===== src/rtl/pc_unit.sv =====
// Fetch-PC generator with imem handshake and a DEPTH-entry return-address stack.
// Optional build macro: MISALIGN_CHECK_EN traps misaligned flush targets to EXC_VEC.
module pc_unit #(
  parameter int              XLEN     = 32,
  parameter logic [XLEN-1:0] RESET_PC = 'h5c,
  parameter logic [XLEN-1:0] EXC_VEC  = 'h04,
  parameter int              DEPTH    = 4
) (
  input  logic            clk,
  input  logic            rst,
  input  logic            pause,
  input  logic            flush,
  input  logic [XLEN-1:0] flush_pc,
  input  logic            exc,
  input  logic            imem_ready,
  input  logic            ras_push,
  input  logic [XLEN-1:0] ras_push_addr,
  input  logic            ras_pop,
  output logic [XLEN-1:0] pc,
  output logic [XLEN-1:0] pc_plus4,
  output logic            pc_valid,
  output logic            ras_empty,
  output logic            ras_full,
  output logic            misalign_fault
);

  localparam int PW = $clog2(DEPTH);

  logic [XLEN-1:0] pc_q, pc_d;
  logic            valid_q;
  logic [PW-1:0]   ptr_q, ptr_d, top_idx, wr_idx;
  logic [PW:0]     cnt_q, cnt_d;
  logic            wr_en;
  logic [XLEN-1:0] mem [DEPTH];
  logic            advance;

  assign pc        = pc_q;
  assign pc_valid  = valid_q;
  assign pc_plus4  = pc_q + XLEN'(4);
  assign ras_empty = (cnt_q == '0);
  assign ras_full  = (cnt_q == (PW+1)'(DEPTH));
  assign top_idx   = ptr_q - 1'b1;
  assign advance   = valid_q & ~pause & imem_ready;

`ifdef MISALIGN_CHECK_EN
  logic fault_q, fault_d;
  assign misalign_fault = fault_q;
`else
  assign misalign_fault = 1'b0;
`endif

  always_comb begin
    pc_d   = pc_q;
    ptr_d  = ptr_q;
    cnt_d  = cnt_q;
    wr_en  = 1'b0;
    wr_idx = ptr_q;
`ifdef MISALIGN_CHECK_EN
    fault_d = 1'b0;
`endif
    if (exc) begin
      pc_d  = EXC_VEC;
      cnt_d = '0;
    end else if (flush) begin
      pc_d = flush_pc;
`ifdef MISALIGN_CHECK_EN
      if (flush_pc[1:0] != 2'b00) begin
        pc_d    = EXC_VEC;
        fault_d = 1'b1;
      end
`endif
    end else if (advance) begin
      if (ras_pop && !ras_empty) begin
        pc_d = mem[top_idx];
        // push+pop swaps the top in place, so depth and pointer stay put
        if (ras_push) begin
          wr_en  = 1'b1;
          wr_idx = top_idx;
        end else begin
          ptr_d = top_idx;
          cnt_d = cnt_q - 1'b1;
        end
      end else begin
        pc_d = pc_plus4;
        if (ras_push) begin
          wr_en = 1'b1;
          ptr_d = ptr_q + 1'b1;
          if (!ras_full) cnt_d = cnt_q + 1'b1;
        end
      end
    end
  end

  always_ff @(posedge clk or negedge rst) begin
    if (!rst) begin
      pc_q    <= RESET_PC;
      valid_q <= 1'b0;
      ptr_q   <= '0;
      cnt_q   <= '0;
`ifdef MISALIGN_CHECK_EN
      fault_q <= 1'b0;
`endif
    end else begin
      pc_q    <= pc_d;
      valid_q <= 1'b1;
      ptr_q   <= ptr_d;
      cnt_q   <= cnt_d;
`ifdef MISALIGN_CHECK_EN
      fault_q <= fault_d;
`endif
    end
  end

  // Entries are only readable below cnt_q, so storage needs no reset.
  always_ff @(posedge clk) begin
    if (wr_en) mem[wr_idx] <= ras_push_addr;
  end

endmodule


===== config.mk =====
export PLATFORM = sky130hd
export DESIGN_NAME = pc_unit
export DESIGN_NICKNAME = d
export VERILOG_FILES = /design/src/rtl/pc_unit.sv
export SDC_FILE = /design/constraint.sdc
export NUM_CORES = 1
export LEC_CHECK = 0
export CAP_MARGIN = 20
export CORE_MARGIN = 10
export CORE_UTILIZATION = 57
export DETAILED_ROUTE_END_ITERATION = 7
export GPL_ROUTABILITY_DRIVEN = 0
export PLACE_DENSITY = 0.86
export SLEW_MARGIN = 15
export SYNTH_ARGS = -nofsm -noshare
export SYNTH_HDL_FRONTEND = slang
export SYNTH_SLANG_ARGS = --single-unit

===== constraint.sdc =====
create_clock -name clk -period 9.8 [get_ports clk]
set_clock_uncertainty 0.05 [all_clocks]
set_input_delay 2.94 -clock clk [delete_from_list [all_inputs] [get_ports clk]]
set_output_delay 2.94 -clock clk [all_outputs]
set_load 0.02 [all_outputs]

==> impl_results.md, run 1 <==
- Max Root-Sink Buffers: 2
- Synth warnings: 0
- Top-Level Pins: 140
- DRT iter0 DRCs: 633
- Status: completed
- P&R area growth vs syn: 27.69%
- Routed WL: 19.89 mm
- Core Util, Final: 75.43%
- Critical Path AT: 3.62 ns
- Final WS setup: 3.194 ns
- CP required: 6.81 ns
- TritonCTS clock tree: done
- CTS Buf Count: 17
- CP max-delay cell: or4_2
- Slew @ Worst Pin: 1.046 ns
- Layout fillers: 748
- Post-CTS Hold Fix Bufs: 0
- Initial antenna violation count: 0
- Root Driver: clkbuf_16
- Pwr per Cell Area: 191.0 nW/um^2
- Mapped Area: 7546 um^2
- CTS Sinks: 166
- Yosys top cell area share: 50.94%
- Flops & latches, synth: 166
- CP max stage delay: 0.73 ns
- CP Class: flop to output port
- CP Capture Type: output port
- Commonest non-fill, non-tap cell in the layout: clkdlybuf4s50_1
- Pin count of the biggest net entering global routing: 41
- Row count: 41
- DRC viols: 0
- Reg clk slew, reported paths: 0.07 ns
- Cts repair resizes: 0
- Routed Antenna Nets: 0
- All-Layer GR Usage: 21.65%
- WL met3: 1.704 mm
- Syn Area/Cell: 14.29 um^2
- Syn Nets: 602
- First-pass GRT wire length: 30.30 mm
- Synth async-reset ratio: 22.89%
- Setup crit start kind: flop
- DR vias: 5349
- DP HPWL: 14.07 mm
- Port bufs: 138
- Cell count after synthesis: 528
- Dpl ws: 3.614 ns
- Die W: 135.1 um
- Number of diodes: 0
- Sum Neg Setup Slack: 0 ns
- Post-DR wirelength/cell: 23.62 um
- Met2 Routed Length: 9.912 mm
- Hold WS: 0.4537 ns
- Slew headroom: 29.99%
- Post-synth EDFFs: 128
- Max Slew Vio Count: 0
- Die Footprint: 18240 um^2
- Netlist cell types: 61
- Initial Util: 59.08%
- Drt pass-1 iters: 5
- Post CTS Setup Buffer Count: 0
- Final setup vio count: 0
- Final nets: 731
- Share of layout cells above drive strength 1: 13.88%
- HP Class: flop to flop
- Core ar.: 12770 um^2
- Critical path peak fanout: 10
- Max Fclk: 151.4 MHz
- Unrepaired setup endpoints after global routing: false
- Area contributors post-synth: edfxtp_1 (51%), dfrtp_1 (11%), mux4_2 (9.6%)
- H-tree depth: 4
- Sequential-to-total area share from yosys stat: 63.60%
- Clock Latency Late Sink: 0.43 ns
- Worst-path cell chain: ha_1 -> nand3_1 -> or4_2 -> nor3_1 -> xnor2_1 -> clkdlybuf4s50_1
- Area leader, netlist: edfxtp_1
- Hold Violations, Final: 0
- Most frequent cells in the layout: clkdlybuf4s50_1 (137), edfxtp_1 (128), nand2_1 (37)
- Worst VDD drop: 0.0001542 V
- M1 WL: 7.721 mm
- Gr ovfl total: 0
- Height of the die: 135.1 um
- Tmin final: 6.606 ns
- Most used DFF post-synth: edfxtp_1
- Vias in the first global route: 5310
- Number of vias per cell: 6.353
- Highest routed layer: met4
- Number of max-cap violations: 0
- Tcrit/Tclk final: 67.41%
- Leakage power: 3.230 nW
[state kept, by name (all words and copies together), names as in the netlist]
name	flops
pc_valid	1
ptr_q	2
pc	32
mem	128
cnt_q	3
[cell type report]
type                            instances  area [um^2]  area share, %
Sequential cell                       166         4801          49.82
Multi-Input combinational cell        306         2530          26.26
Timing Repair Buffer                  146         1440          14.95
Clock buffer                           19        432.9          4.493
Tap cell                              172        215.2          2.233
Clock inverter                         13        141.4          1.467
Inverter                               20        75.07         0.7791
[cell families after synthesis]
kind of cell	synth area share [%]
buffers and inverters	3.101
other	0.09952
AO/OA/AOI/OAI	11.31
XOR/XNOR	3.134
adder cells (fa/ha/maj)	0.4311
flip-flops	63.60
multiplexers	9.551
AND/OR/NAND/NOR	8.772
[cells in the mapped netlist (4+ instances only)]
library cell  instances
edfxtp_1            128
nand2_1              37
dfrtp_1              34
mux4_2               32
o21ai_0              25
clkbuf_1             22
xnor2_1              22
inv_1                19
o221ai_1             18
nor2_1               16
a21oi_1              15
nand3_1              13
nor3_1               10
a21o_1                8
o2bb2ai_1             8
o31ai_1               8
nor4_1                7
a31oi_1               6
buf_2                 6
nand2b_1              6
or3_1                 6
o22ai_1               5
xor2_1                5
a221o_1               4
and3_1                4
buf_4                 4
dfstp_2               4
o221a_2               4
or4_1                 4
[report_power, final]
group	leakage, nW	total (mW)	internal (mW)	switching [mW]
clock	0.272	0.648	0.359	0.289
sequential	1.64	0.800	0.778	0.0215
combinational	1.32	0.393	0.194	0.199
[worst paths after layout]
| kind | from | to | slack (ns) | cells past startpoint |
|---|---|---|---|---|
| max in group asynchronous | rst | ptr_q[0] | 6.50 | 1 |
| max | pc[2] | pc_plus4[20] | 3.19 | 6 |
| max reg2reg | pc[2] | pc[20] | 6.97 | 6 |
| min in group asynchronous | rst | pc[1] | 2.58 | 1 |
| min reg2reg | pc[1] | pc[1] | 0.45 | 2 |
| min | pc[1] | pc[1] | 0.45 | 2 |
[metrics by stage]
stage               cell area, um^2  power, mW  cells
CTS                            9629      1.845    842
global placement               9044      1.192    809
floorplan                      7546      1.057    528
global route                   9635      1.903    842
finish                         9635      1.840    842
detailed placement             9055      1.203    810
[worst max-delay path: cells and delay by family, from the launching register on]
family | cells | cell delay [ns]
flip-flops | 1 | 0.58
AND/OR/NAND/NOR | 3 | 1.50
buffers and inverters | 1 | 0.66
adder cells (fa/ha/maj) | 1 | 0.24
XOR/XNOR | 1 | 0.22
[routing by layer]
metal  global-route usage, %  vias up
li1                        -     2348
met1                   26.90     2649
met2                   35.20      309
met3                   5.898       43
met4                   8.732        0
met5                       0        -
No activity file was read; power rests on OpenSTA's default activity.
==> run 2, diff against run 1 <==
--- a/config.mk
+++ b/config.mk
@@ -7,10 +7,10 @@
 export LEC_CHECK = 0
 export CAP_MARGIN = 20
 export CORE_MARGIN = 10
-export CORE_UTILIZATION = 57
+export CORE_UTILIZATION = 52
 export DETAILED_ROUTE_END_ITERATION = 7
 export GPL_ROUTABILITY_DRIVEN = 0
-export PLACE_DENSITY = 0.86
+export PLACE_DENSITY = 0.8
 export SLEW_MARGIN = 15
 export SYNTH_ARGS = -nofsm -noshare
 export SYNTH_HDL_FRONTEND = slang
==> constraint.sdc (replaced) <==
create_clock -name clk -period 6.7 [get_ports clk]
set_clock_uncertainty 0.05 [all_clocks]
set_input_delay 2.01 -clock clk [delete_from_list [all_inputs] [get_ports clk]]
set_output_delay 2.01 -clock clk [all_outputs]
set_load 0.02 [all_outputs]
==> run 2 against run 1 <==
Against the previous run: total power up 52%; non-clock buffer count is the same; global-route usage fell by 2.4 points; sequential power increased by 46%; final cell count up 0.83%; register-to-register slack got worse by 3.0 ns; sequential cell count unchanged.
==> impl_results.md, run 2 (synthesis gave the netlist of run 1 again) <==
- Max Fclk: 179.0 MHz
- Root Driver: clkbuf_16 (unchanged)
- Worst VDD drop: 0.0002269 V (was 0.0001542 V)
- HP Class: flop to flop (unchanged)
- Hold Violations, Final: 0 (unchanged)
- Number of vias per cell: 6.173 (was 6.353)
- CP required: 4.64 ns (was 6.81 ns)
- Critical Path AT: 3.53 ns (was 3.62 ns)
- Row count: 43 (was 41)
- Post-DR wirelength/cell: 22.52 um (was 23.62 um)
- Commonest non-fill, non-tap cell in the layout: clkdlybuf4s50_1 (unchanged)
- Worst R2R Path Depth: 6 (unchanged)
- Die Footprint: 19730 um^2 (was 18240 um^2)
- Dpl ws: 1.647 ns (was 3.614 ns)
- Drt pass-1 iters: 5 (unchanged)
- Post-Place Cell Area: 9062 um^2 (was 9055 um^2)
- CTS Buf Count: 17 (unchanged)
- Number of max-cap violations: 0 (unchanged)
- Leakage power: 3.263 nW (was 3.230 nW)
- Initial antenna violation count: 1 (was 0)
- Number of diodes: 0 (unchanged)
- Vias in the first global route: 5271 (was 5310)
- DRT iter0 DRCs: 507 (was 633)
- H-tree depth: 4 (unchanged)
- CP Capture Type: output port (unchanged)
- First-pass GRT wire length: 29.82 mm (was 30.30 mm)
- Hold path depth: 2 (unchanged)
- Crit Reg-Reg Endpoint: pc[20] (unchanged)
- Unrepaired setup endpoints after global routing: false (unchanged)
- Final WS setup: 1.113 ns (was 3.194 ns)
- Final nets: 731 (unchanged)
- Slew @ Worst Pin: 1.112 ns (was 1.046 ns)
- Reg with most FFs: mem (unchanged)
- Port bufs: 138 (unchanged)
- Core Util, Final: 69.14% (was 75.43%)
- CP Class: flop to output port (unchanged)
- Core ar.: 14040 um^2 (was 12770 um^2)
- Routed Antenna Nets: 0 (unchanged)
- Die W: 140.5 um (was 135.1 um)
- Hold WS: 0.4689 ns (was 0.4537 ns)
- Final setup vio count: 0 (unchanged)
- P&R area growth vs syn: 28.67% (was 27.69%)
- Max Slew Vio Count: 0 (unchanged)
- Cts repair resizes: 0 (unchanged)
- Sum Neg Setup Slack: 0 ns (unchanged)
- Clock Latency Late Sink: 0.42 ns (was 0.43 ns)
- Post-route cell area: 9709 um^2 (was 9635 um^2)
- DRC viols: 0 (unchanged)
- Pin count of the biggest net entering global routing: 41 (unchanged)
- DP HPWL: 13.34 mm (was 14.07 mm)
- Max Root-Sink Buffers: 2 (unchanged)
- Post-CTS Hold Fix Bufs: 0 (unchanged)
- CTS Sinks: 166 (unchanged)
- Slew headroom: 25.59% (was 29.99%)
- Worst Hold End: pc[1] (unchanged)
- Gr ovfl total: 0 (unchanged)
- Height of the die: 140.5 um (was 135.1 um)
- Hold Startpoint: pc[1] (unchanged)
- Share of layout cells above drive strength 1: 14.05% (was 13.88%)
- Tcrit/Tclk final: 83.39%
- R2R Setup Slk: 3.95 ns (was 6.97 ns)
- Most frequent cells in the layout: clkdlybuf4s50_1 (137), edfxtp_1 (128), nand2_1 (37) (unchanged)
- Max FFs per register: 128 (unchanged)
- Reg clk slew, reported paths: 0.06 ns (was 0.07 ns)
- Pwr per Cell Area: 288.1 nW/um^2 (was 191.0 nW/um^2)
- DR vias: 5241 (was 5349)
- Initial Util: 53.74% (was 59.08%)
- Reg-to-reg startpoint: pc[2] (unchanged)
- Setup crit start kind: flop (unchanged)
- Post CTS Setup Buffer Count: 0 (unchanged)
- Routed WL: 19.12 mm (was 19.89 mm)
- Critical path peak fanout: 10 (unchanged)
- Status: completed (unchanged)
- Top-Level Pins: 140 (unchanged)
- Tmin final: 5.587 ns
- All-Layer GR Usage: 19.29% (was 21.65%)
- TritonCTS clock tree: done (unchanged)
## run 2: changes by cell type in the layout (fill, tap and decap cells not counted)
cell / previous run / this run
clkbuf_1: 2 / 0
and4_1: 3 / 2
clkinv_1: 1 / 2
and4_2: 0 / 1
clkinvlp_4: 3 / 2
nor3b_2: 0 / 1
bufinv_16: 1 / 5
clkinv_4: 4 / 2
inv_6: 1 / 4
nor3b_4: 1 / 0
inv_8: 4 / 0
buf_4: 7 / 8
buf_6: 1 / 0
## run 2: power breakdown
group	total (mW)	switching (mW)	internal [mW]	leakage (nW)
clock	1.06	0.400	0.664	0.308
sequential	1.17	0.0296	1.14	1.64
combinational	0.565	0.283	0.282	1.31
## run 2: worst max-delay path: stages, from the launching register on
cell and delay [ns]:
dfstp_2 0.58, ha_1 0.23, nand3_1 0.31, or4_2 0.71, nor3_1 0.44, xnor2_1 0.17, clkdlybuf4s50_1 0.66
## run 2: worst max-delay path by stage
stage	start	end	slack (ns)	depth (start not counted)
floorplan	ras_pop	mem[0][0]	1.11	4
global placement	pc[2]	pc_plus4[20]	1.68	6
detailed placement	pc[2]	pc_plus4[20]	1.65	6
CTS	pc[2]	pc_plus4[20]	1.11	6
global route	pc[2]	pc_plus4[20]	0.99	6
finish	pc[2]	pc_plus4[20]	1.11	6
## run 2: metal layers
| metal | vias up | wire (um) | GRT usage (%) | share of wire [%] |
|---|---|---|---|---|
| met5 | - | 13 | 0 | 0.068 |
| met4 | 2 | 405 | 8.043 | 2.1 |
| li1 | 2351 | - | - | - |
| met2 | 247 | 9406 | 31.03 | 49 |
| met3 | 30 | 1445 | 5.544 | 7.6 |
| met1 | 2611 | 7851 | 23.85 | 41 |
## run 2: cell type report
type	count	area (um^2)
Inverter	20	75.07
Sequential cell	166	4801
Clock inverter	14	221.5
Timing Repair Buffer	146	1436
Fill cell	930	4333
Multi-Input combinational cell	306	2525
Tap cell	180	225.2
Clock buffer	17	425.4
## run 2: through the flow
stage               power (mW)  cells
floorplan                1.547    528
global placement         1.747    818
detailed placement       1.756    818
CTS                      2.813    849
global route             2.890    849
finish                   2.797    849
